<file path="src/rtl/alu_op_sequencer.sv">
// alu_op_sequencer
//
// Queued, registered ALU opcode sequencer. Opcodes are accepted over a
// valid/ready handshake into a DEPTH-entry circular FIFO. Each one is then
// issued as a one-hot select and held for its latency class.
//
// Ports:
//   clk_i         rising-edge clock
//   rst_ni        synchronous active-low reset
//   op_valid_i    producer has an opcode
//   op_code_i     opcode; only the low 4 bits are decoded, any higher set bit is illegal
//   op_ready_o    FIFO can accept this cycle (combinational)
//   flush_i       synchronous abort of queue and executing op
//   sel_o         registered one-hot ALU select, zero when idle
//   sel_valid_o   sel_o is driving an op
//   op_done_o     one-cycle pulse in the final cycle of an op
//   illegal_o     executing op came from an unmapped opcode
//   fifo_count_o  queued entries, excluding the executing op
module alu_op_sequencer #(
   parameter int unsigned OP_W      = 4,
   parameter int unsigned SEL_W     = 12,
   parameter int unsigned DEPTH     = 4,
   parameter int unsigned ARITH_LAT = 2,
   parameter int unsigned SHIFT_LAT = 1
) (
   input  logic                     clk_i,
   input  logic                     rst_ni,
   input  logic                     op_valid_i,
   input  logic [OP_W-1:0]          op_code_i,
   output logic                     op_ready_o,
   input  logic                     flush_i,
   output logic [SEL_W-1:0]         sel_o,
   output logic                     sel_valid_o,
   output logic                     op_done_o,
   output logic                     illegal_o,
   output logic [$clog2(DEPTH):0]   fifo_count_o
);

   localparam int unsigned PtrW   = $clog2(DEPTH);
   localparam int unsigned CountW = PtrW + 1;
   localparam int unsigned MaxLat = (ARITH_LAT > SHIFT_LAT) ? ARITH_LAT : SHIFT_LAT;
   localparam int unsigned CntW   = $clog2(MaxLat + 1);

   typedef enum logic [0:0] {StIdle, StExec} state_e;

   state_e              state_q, state_d;
   logic [OP_W-1:0]     mem_q [DEPTH];
   logic [PtrW-1:0]     wptr_q, wptr_d, rptr_q, rptr_d;
   logic [CountW-1:0]   count_q, count_d;
   logic [CntW-1:0]     cnt_q, cnt_d;
   logic [SEL_W-1:0]    sel_q, sel_d;
   logic                illegal_q, illegal_d;
   logic                done_q, done_d;
   logic                push, pop;

   logic [OP_W-1:0]     head;
   logic                head_hi;
   logic [SEL_W-1:0]    head_sel;
   logic                head_ill;
   logic [CntW-1:0]     head_lat_m1;

   assign op_ready_o = (count_q < CountW'(DEPTH)) && !flush_i && rst_ni;
   assign push       = op_valid_i && op_ready_o;

   // Decode of the FIFO head; the loaded counter value is latency minus one.
   assign head = mem_q[rptr_q];

   always_comb begin
      head_hi     = 1'b0;
      head_sel    = '0;
      head_ill    = 1'b0;
      head_lat_m1 = '0;
      for (int i = 4; i < OP_W; i++) begin
         head_hi = head_hi | head[i];
      end
      if (head_hi) begin
         head_sel[11] = 1'b1;
         head_ill     = 1'b1;
      end else begin
         case (head[3:0])
            4'h0, 4'h1, 4'h2, 4'h3, 4'h4, 4'h5, 4'h6: head_sel = SEL_W'(1) << head[2:0];
            4'h8: begin
               head_sel[7] = 1'b1;
               head_lat_m1 = CntW'(ARITH_LAT - 1);
            end
            4'h9: begin
               head_sel[8] = 1'b1;
               head_lat_m1 = CntW'(ARITH_LAT - 1);
            end
            4'hA: begin
               head_sel[9] = 1'b1;
               head_lat_m1 = CntW'(SHIFT_LAT - 1);
            end
            4'hB: begin
               head_sel[10] = 1'b1;
               head_lat_m1  = CntW'(SHIFT_LAT - 1);
            end
            4'hF: head_sel[11] = 1'b1;
            default: begin
               head_sel[11] = 1'b1;
               head_ill     = 1'b1;
            end
         endcase
      end
   end

   // Next-state: flush overrides everything, then issue/countdown, then FIFO bookkeeping.
   always_comb begin
      state_d   = state_q;
      wptr_d    = wptr_q;
      rptr_d    = rptr_q;
      count_d   = count_q;
      cnt_d     = cnt_q;
      sel_d     = sel_q;
      illegal_d = illegal_q;
      done_d    = 1'b0;
      pop       = 1'b0;

      if (flush_i) begin
         state_d   = StIdle;
         wptr_d    = '0;
         rptr_d    = '0;
         count_d   = '0;
         cnt_d     = '0;
         sel_d     = '0;
         illegal_d = 1'b0;
      end else begin
         unique case (state_q)
            StIdle: begin
               if (count_q != '0) pop = 1'b1;
            end
            StExec: begin
               if (cnt_q != '0) begin
                  cnt_d  = cnt_q - 1'b1;
                  done_d = (cnt_q == CntW'(1));
               end else if (count_q != '0) begin
                  pop = 1'b1;
               end else begin
                  state_d   = StIdle;
                  sel_d     = '0;
                  illegal_d = 1'b0;
               end
            end
            default: state_d = StIdle;
         endcase

         if (pop) begin
            state_d   = StExec;
            sel_d     = head_sel;
            illegal_d = head_ill;
            cnt_d     = head_lat_m1;
            done_d    = (head_lat_m1 == '0);
            rptr_d    = rptr_q + 1'b1;
         end

         if (push) wptr_d = wptr_q + 1'b1;

         if (push && !pop) begin
            count_d = count_q + 1'b1;
         end else if (pop && !push) begin
            count_d = count_q - 1'b1;
         end
      end
   end

   always_ff @(posedge clk_i) begin
      if (!rst_ni) begin
         state_q   <= StIdle;
         wptr_q    <= '0;
         rptr_q    <= '0;
         count_q   <= '0;
         cnt_q     <= '0;
         sel_q     <= '0;
         illegal_q <= 1'b0;
         done_q    <= 1'b0;
      end else begin
         state_q   <= state_d;
         wptr_q    <= wptr_d;
         rptr_q    <= rptr_d;
         count_q   <= count_d;
         cnt_q     <= cnt_d;
         sel_q     <= sel_d;
         illegal_q <= illegal_d;
         done_q    <= done_d;
      end
   end

   // Storage needs no reset: an entry is only read after it has been written.
   always_ff @(posedge clk_i) begin
      if (push) mem_q[wptr_q] <= op_code_i;
   end

   assign sel_o        = sel_q;
   assign sel_valid_o  = (state_q == StExec);
   assign op_done_o    = done_q;
   assign illegal_o    = illegal_q;
   assign fifo_count_o = count_q;

endmodule

</file>
<file path="config.mk">
export PLATFORM = sky130hd
export DESIGN_NAME = alu_op_sequencer
export DESIGN_NICKNAME = d
export VERILOG_FILES = /design/src/rtl/alu_op_sequencer.sv
export SDC_FILE = /design/constraint.sdc
export NUM_CORES = 1
export LEC_CHECK = 0
export ABC_AREA = 1
export BUFFER_PORTS_ARGS = -buffer_cell sky130_fd_sc_hd__buf_2
export CAP_MARGIN = 25
export CORE_AREA = 2 2 66 74
export CTS_CLUSTER_SIZE = 24
export DETAILED_ROUTE_END_ITERATION = 12
export DIE_AREA = 0 0 68 76
export SLEW_MARGIN = 20
export SYNTH_ARGS = -nofsm -noshare
export SYNTH_HDL_FRONTEND = slang
export SYNTH_SLANG_ARGS = --single-unit
export TNS_END_PERCENT = 30
</file>
<file path="constraint.sdc">
create_clock -name clk_i -period 6.2 [get_ports clk_i]
set_input_delay 1.24 -clock clk_i [delete_from_list [all_inputs] [get_ports clk_i]]
set_output_delay 1.24 -clock clk_i [all_outputs]
set_load 0.02 [all_outputs]
</file>
== Word-level counts from Yosys, hierarchy flattened ==
Memory sizes are Yosys's and may differ from the RTL's. A register that Yosys moved wholly into a read port is not among the register bits.
Index checks and enable logic that the tools add are counted.

* Register bits after elaboration: 24
* Memory bits (writable): 16
* Input bits: 8
* Output and inout port bits: 19
* Memories kept: 1

* Add/sub/neg operators: 5
* Order comparisons: 1
* Eq/ne operators: 14
* Shift operators: 1
* Multiplexer cells: 35
* Bitwise logic cells: 2
* Reduce and logical (&&, ||, !) cells: 22

{| class="wikitable"
|+ Memories
! memory !! depth !! width !! read ports !! clocked after Yosys merged registers in !! write ports !! RTL line !! text
|-
| mem_q || 4 || 4 || 1 || 1 || 1 || 47 || <nowiki>logic [OP_W-1:0] mem_q [DEPTH];</nowiki>
|}

{| class="wikitable"
|+ Operator list
! operator !! number
|-
| $mux 12 || 4
|-
| $eq 4x4->1 const B || 5
|-
| $mux 1 || 17
|-
| $eq 4x3->1 const B || 3
|-
| $pmux 1 s2 || 6
|-
| $reduce_or 12->1 || 1
|-
| $shl 1x3->12 const A || 1
|-
| $mux 2 || 5
|-
| $eq 4x2->1 const B || 2
|-
| $reduce_bool 2->1 || 4
|-
| $mux 7 || 1
|-
| $reduce_or 7->1 || 1
|-
| $mux 3 || 2
|-
| $logic_and 1x1->1 || 5
|-
| $add 2x1->2 const B || 2
|-
| $eq 4x1->1 const B || 1
|-
| $logic_not 4->1 || 1
|-
| $ne 2x1->1 const B || 2
|-
| $reduce_or 2->1 || 2
|-
| $reduce_or 4->1 || 1
|-
| $add 3x1->3 const B || 1
|-
| $logic_not 1->1 || 3
|-
| $lt 3x3->1 const B || 1
|-
| $reduce_and 3->1 || 1
|-
| 7 further kinds || 8
|}

== Longest topological paths before layout ==
* Depth after elaboration: 8
* Gate-level depth with buffers: 13
* Depth with buffers taken out: 13

== Least setup slack after synthesis ==
OpenSTA, ideal clock, no wires.

* Kind: input-to-reg
* Start: input rst_ni
* End: register count_q[2], in the netlist fifo_count_o[2]
* Setup time: 0.130 ns
* Data arrival time: 3.033 ns
* Slack: 3.037 ns
* Stages: 13
* Path buffers: 0
* Cell sequence: inv_1 -> nor2_2 -> inv_2 -> nor2_2 -> nand2_1 -> inv_1 -> ha_1 -> inv_1 -> fa_1 -> a21oi_1 -> o21ai_0 -> xor2_1 -> nor2_1

* Longest elaborated chain between the ends: 5

{| class="wikitable"
|+ RTL lines
! element !! RTL line !! text
|-
| start: declaration || 27 || <nowiki>input logic rst_ni,</nowiki>
|-
| $logic_and 1x1->1 * || 62 || <nowiki>assign op_ready_o = (count_q < CountW'(DEPTH)) && !flush_i && rst_ni;</nowiki>
|-
| net op_ready_o || 30 || <nowiki>output logic op_ready_o,</nowiki>
|-
| $logic_and 1x1->1 * || 63 || <nowiki>assign push = op_valid_i && op_ready_o;</nowiki>
|-
| net push || 54 || <nowiki>logic push, pop;</nowiki>
|-
| $logic_not 1->1 || 160 || <nowiki>end else if (pop && !push) begin</nowiki>
|-
| $logic_and 1x1->1 || 160 ||
|-
| $reduce_bool 2->1 (no line) || n/a ||
|-
| end signal: assignment || 180 || <nowiki>count_q <= count_d;</nowiki>
|-
| end: declaration || 49 || <nowiki>logic [CountW-1:0] count_q, count_d;</nowiki>
|}

Mark *: on every way through the listed nets, which the timed path passes. The rest lies on a longest branch.
A chain may end at the register's enable or synchronous reset.

== Worst setup path in the final report ==
* Start: input flush_i
* End: output op_ready_o

* Longest elaborated chain between the ends: 3

{| class="wikitable"
|+ RTL lines
! element !! RTL line !! text
|-
| start: declaration || 31 || <nowiki>input logic flush_i,</nowiki>
|-
| $logic_not 1->1 || 62 ||
|-
| $logic_and 1x1->1 (2 in a row) || 62 ||
|-
| end: declaration || 30 ||
|}

No other way between the ends.

==> results.toml <==
[drt]
vias_per_cell = 4.64
drt_iter0_drc = 50
drc = 0
ant_nets = 0
wl_met1_um = 1550
dr_wl_met3_um = 147
firstDrtPassIters = 4
top_layer = "met4"
vias = 1420
drt-total-wl_um = 3270
wl_met2_um = 1550
wl_per_cell_um = 10.7

[clock_tree]
ctsResizeCount = 0
insertion_delay_ps = 290
cts_made_buffers = 5
cts_tree = "built"
root_buffer = "clkbuf_8"
postCtsHoldBufs = 0
cts.reportedPaths.clkPinSlew_ps = 70
cts_max_level = 2
cts_num_sinks = 42
postCtsSetupBuffers = 0
cts_max_path_buffers = 2

[yosys]
avgSynthCellArea_sq_um = 8.67
syn-num-nets = 236
synth_area_leader_cell = "dfxtp_1"
synth.cell_area_sq_um = 1910
netlist_top_cells_area = "dfxtp_1 (27%), edfxtp_1 (25%), nand2_1 (11%), a21oi_1 (5.5%), ha_1 (4.6%)"
yosysTopAreaCellShare_pct = 27.3
synth.distinct_cells = 24
netlist_instances = 220
synth_seq_cells = 42
synth_warnings = 0
synth-seq-area-share_pct = 52.5

[placement]
portBuffers = 26
dpl.hpwl_um = 2510
gp_congestion = 0.826
place_ws_ps = 2770
placed_area_sq_um = 2080

[die]
fp.dieH_um = 76
dieWidth_um = 68
pin_count = 27
initial_core_util_pct = 42.5
core_sq_um = 4490
num_rows = 26
dieArea_sq_um = 5170

[setup_path]
path_cells = "buf_2, nor2_2, inv_2, nor2_2, buf_2"
worstPathRequired_ps = 4960
start_kind = "primary input"
cp_max_fo = 17
critPathCaptureType = "output port"
arrival_ps = 2160
slowest_stage = "nor2_2"
critPathMaxStageDelay_ps = 290
worstSetupPathType = "in2out"

[grt]
antenna_found_initial = 0
overflow = 0
grt_pass1_vias = 1320
grt_first_pass_wirelength_um = 5690
grt_max_degree = 18
grt.total_usage_pct = 14.6

[sta]
clock_skew_ps = 4.53
setup_violations = 0
slew_headroom_pct = 46.3
rsz0062_at_grt = "false"
post-route-period-util_pct = 54.9
max_freq_mhz = 294
setup_ws_ps = 2800
fin_tns_setup_ps = 0
min_period_ps = 3400
hold_viol_final = 0
final-max-slew-violation-count = 0
worst_pin_slew_ps = 806

[finish]
final_cell_mix = "nand2_1 (57), dfxtp_1 (26), buf_2 (26), inv_1 (23), a21oi_1 (21)"
stdcell_area_sq_um = 2160
fin_nets = 265
final_core_util_pct = 48.2
final_common_cell = "nand2_1"
fill_cells = 437
area_growth_pct = 13.3
diodes = 0
drive_above_1_share_pct = 22.8

[run_status]
status = "completed"

[power_and_ir_drop]
ir_drop_v = 0.000114
power.leakage_nw = 0.904
clockPowerShare_pct = 27.0
power_frac_seq_pct = 50.4
combPwrFrac_pct = 22.6
p_int_mw = 0.417
p_switching_mw = 0.195
netSwitchingFraction_pct = 31.9
p_per_area_nw_per_um2 = 283

[run]
cap_violations = 0

[hold_path]
hold_class = "reg2reg"
[per-layer routing]
metal  vias to the layer above  GRT usage, %
met5                         -             0
met4                         0          6.00
met3                         2          5.02
met2                        24          22.4
met1                       628          18.3
li1                        766             -
[sequential cells by signal, summed over array words and instances (netlist names), named ones only]
register	count
rptr_q	2
mem_q	16
sel_o	12
sel_valid_o	1
op_done_o	1
cnt_q	2
illegal_o	1
wptr_q	2
fifo_count_o	3
[cell usage after synthesis]
cell / n
clkbuf_1: 1
dfxtp_1: 26
nand2_2: 12
buf_6: 1
inv_2: 3
nand2_1: 57
o21ai_1: 1
o21ai_0: 8
fa_1: 1
a21oi_2: 3
a21oi_4: 1
xor2_1: 1
nor2_2: 3
inv_1: 23
ha_1: 7
edfxtp_1: 16
buf_2: 1
buf_4: 1
nor3_1: 2
nand3_1: 15
nor2_4: 2
nor2_1: 13
a21oi_1: 21
o21ai_2: 1
[critical path: cells and delay by family]
| kind | cells | cell delay (ps) |
|---|---|---|
| buffers and inverters | 3 | 490 |
| AND/OR/NAND/NOR | 2 | 430 |
[through the flow]
step | hold slack [ps] | std cells | power, mW
6_report | 467 | 306 | 0.611
5_1_grt | 485 | 306 | 0.652
4_1_cts | 471 | 306 | 0.620
3_5_place_dp | 455 | 298 | 0.455
3_3_place_gp | 449 | 298 | 0.453
2_1_floorplan | 436 | 220 | 0.429
[cell families (layout without fill, tap and decap cells)]
family | count (synthesis) | count (layout) | synth area share [%]
XOR/XNOR | 1 | 1 | 0.459
flip-flops | 42 | 42 | 52.5
AO/OA/AOI/OAI | 35 | 35 | 10.6
adder cells (fa/ha/maj) | 8 | 8 | 5.64
buffers and inverters | 30 | 60 | 6.56
AND/OR/NAND/NOR | 104 | 104 | 24.3
[final cells by class]
type	count	area [sq um]	share of cell area [%]
Sequential cell	42	1000	46.3
Clock buffer	6	72.6	3.36
Tap cell	56	70.1	3.24
Clock inverter	2	8.76	0.405
Inverter	26	97.6	4.51
Timing Repair Buffer	26	130	6.02
Multi-Input combinational cell	148	782	36.2
[worst paths after layout]
path	slack (ps)	cells past startpoint	endpoint	from
min	470	2	sel_o[3]	sel_o[3]
max reg2reg	4000	10	fifo_count_o[2]	cnt_q[0]
min reg2reg	470	2	sel_o[3]	sel_o[3]
max	2800	5	op_ready_o	flush_i
[power by group through the flow]
stage               combinational, mW  clock, mW  sequential (mW)
floorplan                       0.109          0            0.320
global placement                0.138          0            0.315
detailed placement              0.140          0            0.315
CTS                             0.140      0.171            0.308
global route                    0.157      0.185            0.310
finish                          0.138      0.165            0.308
(Power assumes the default switching activity.)
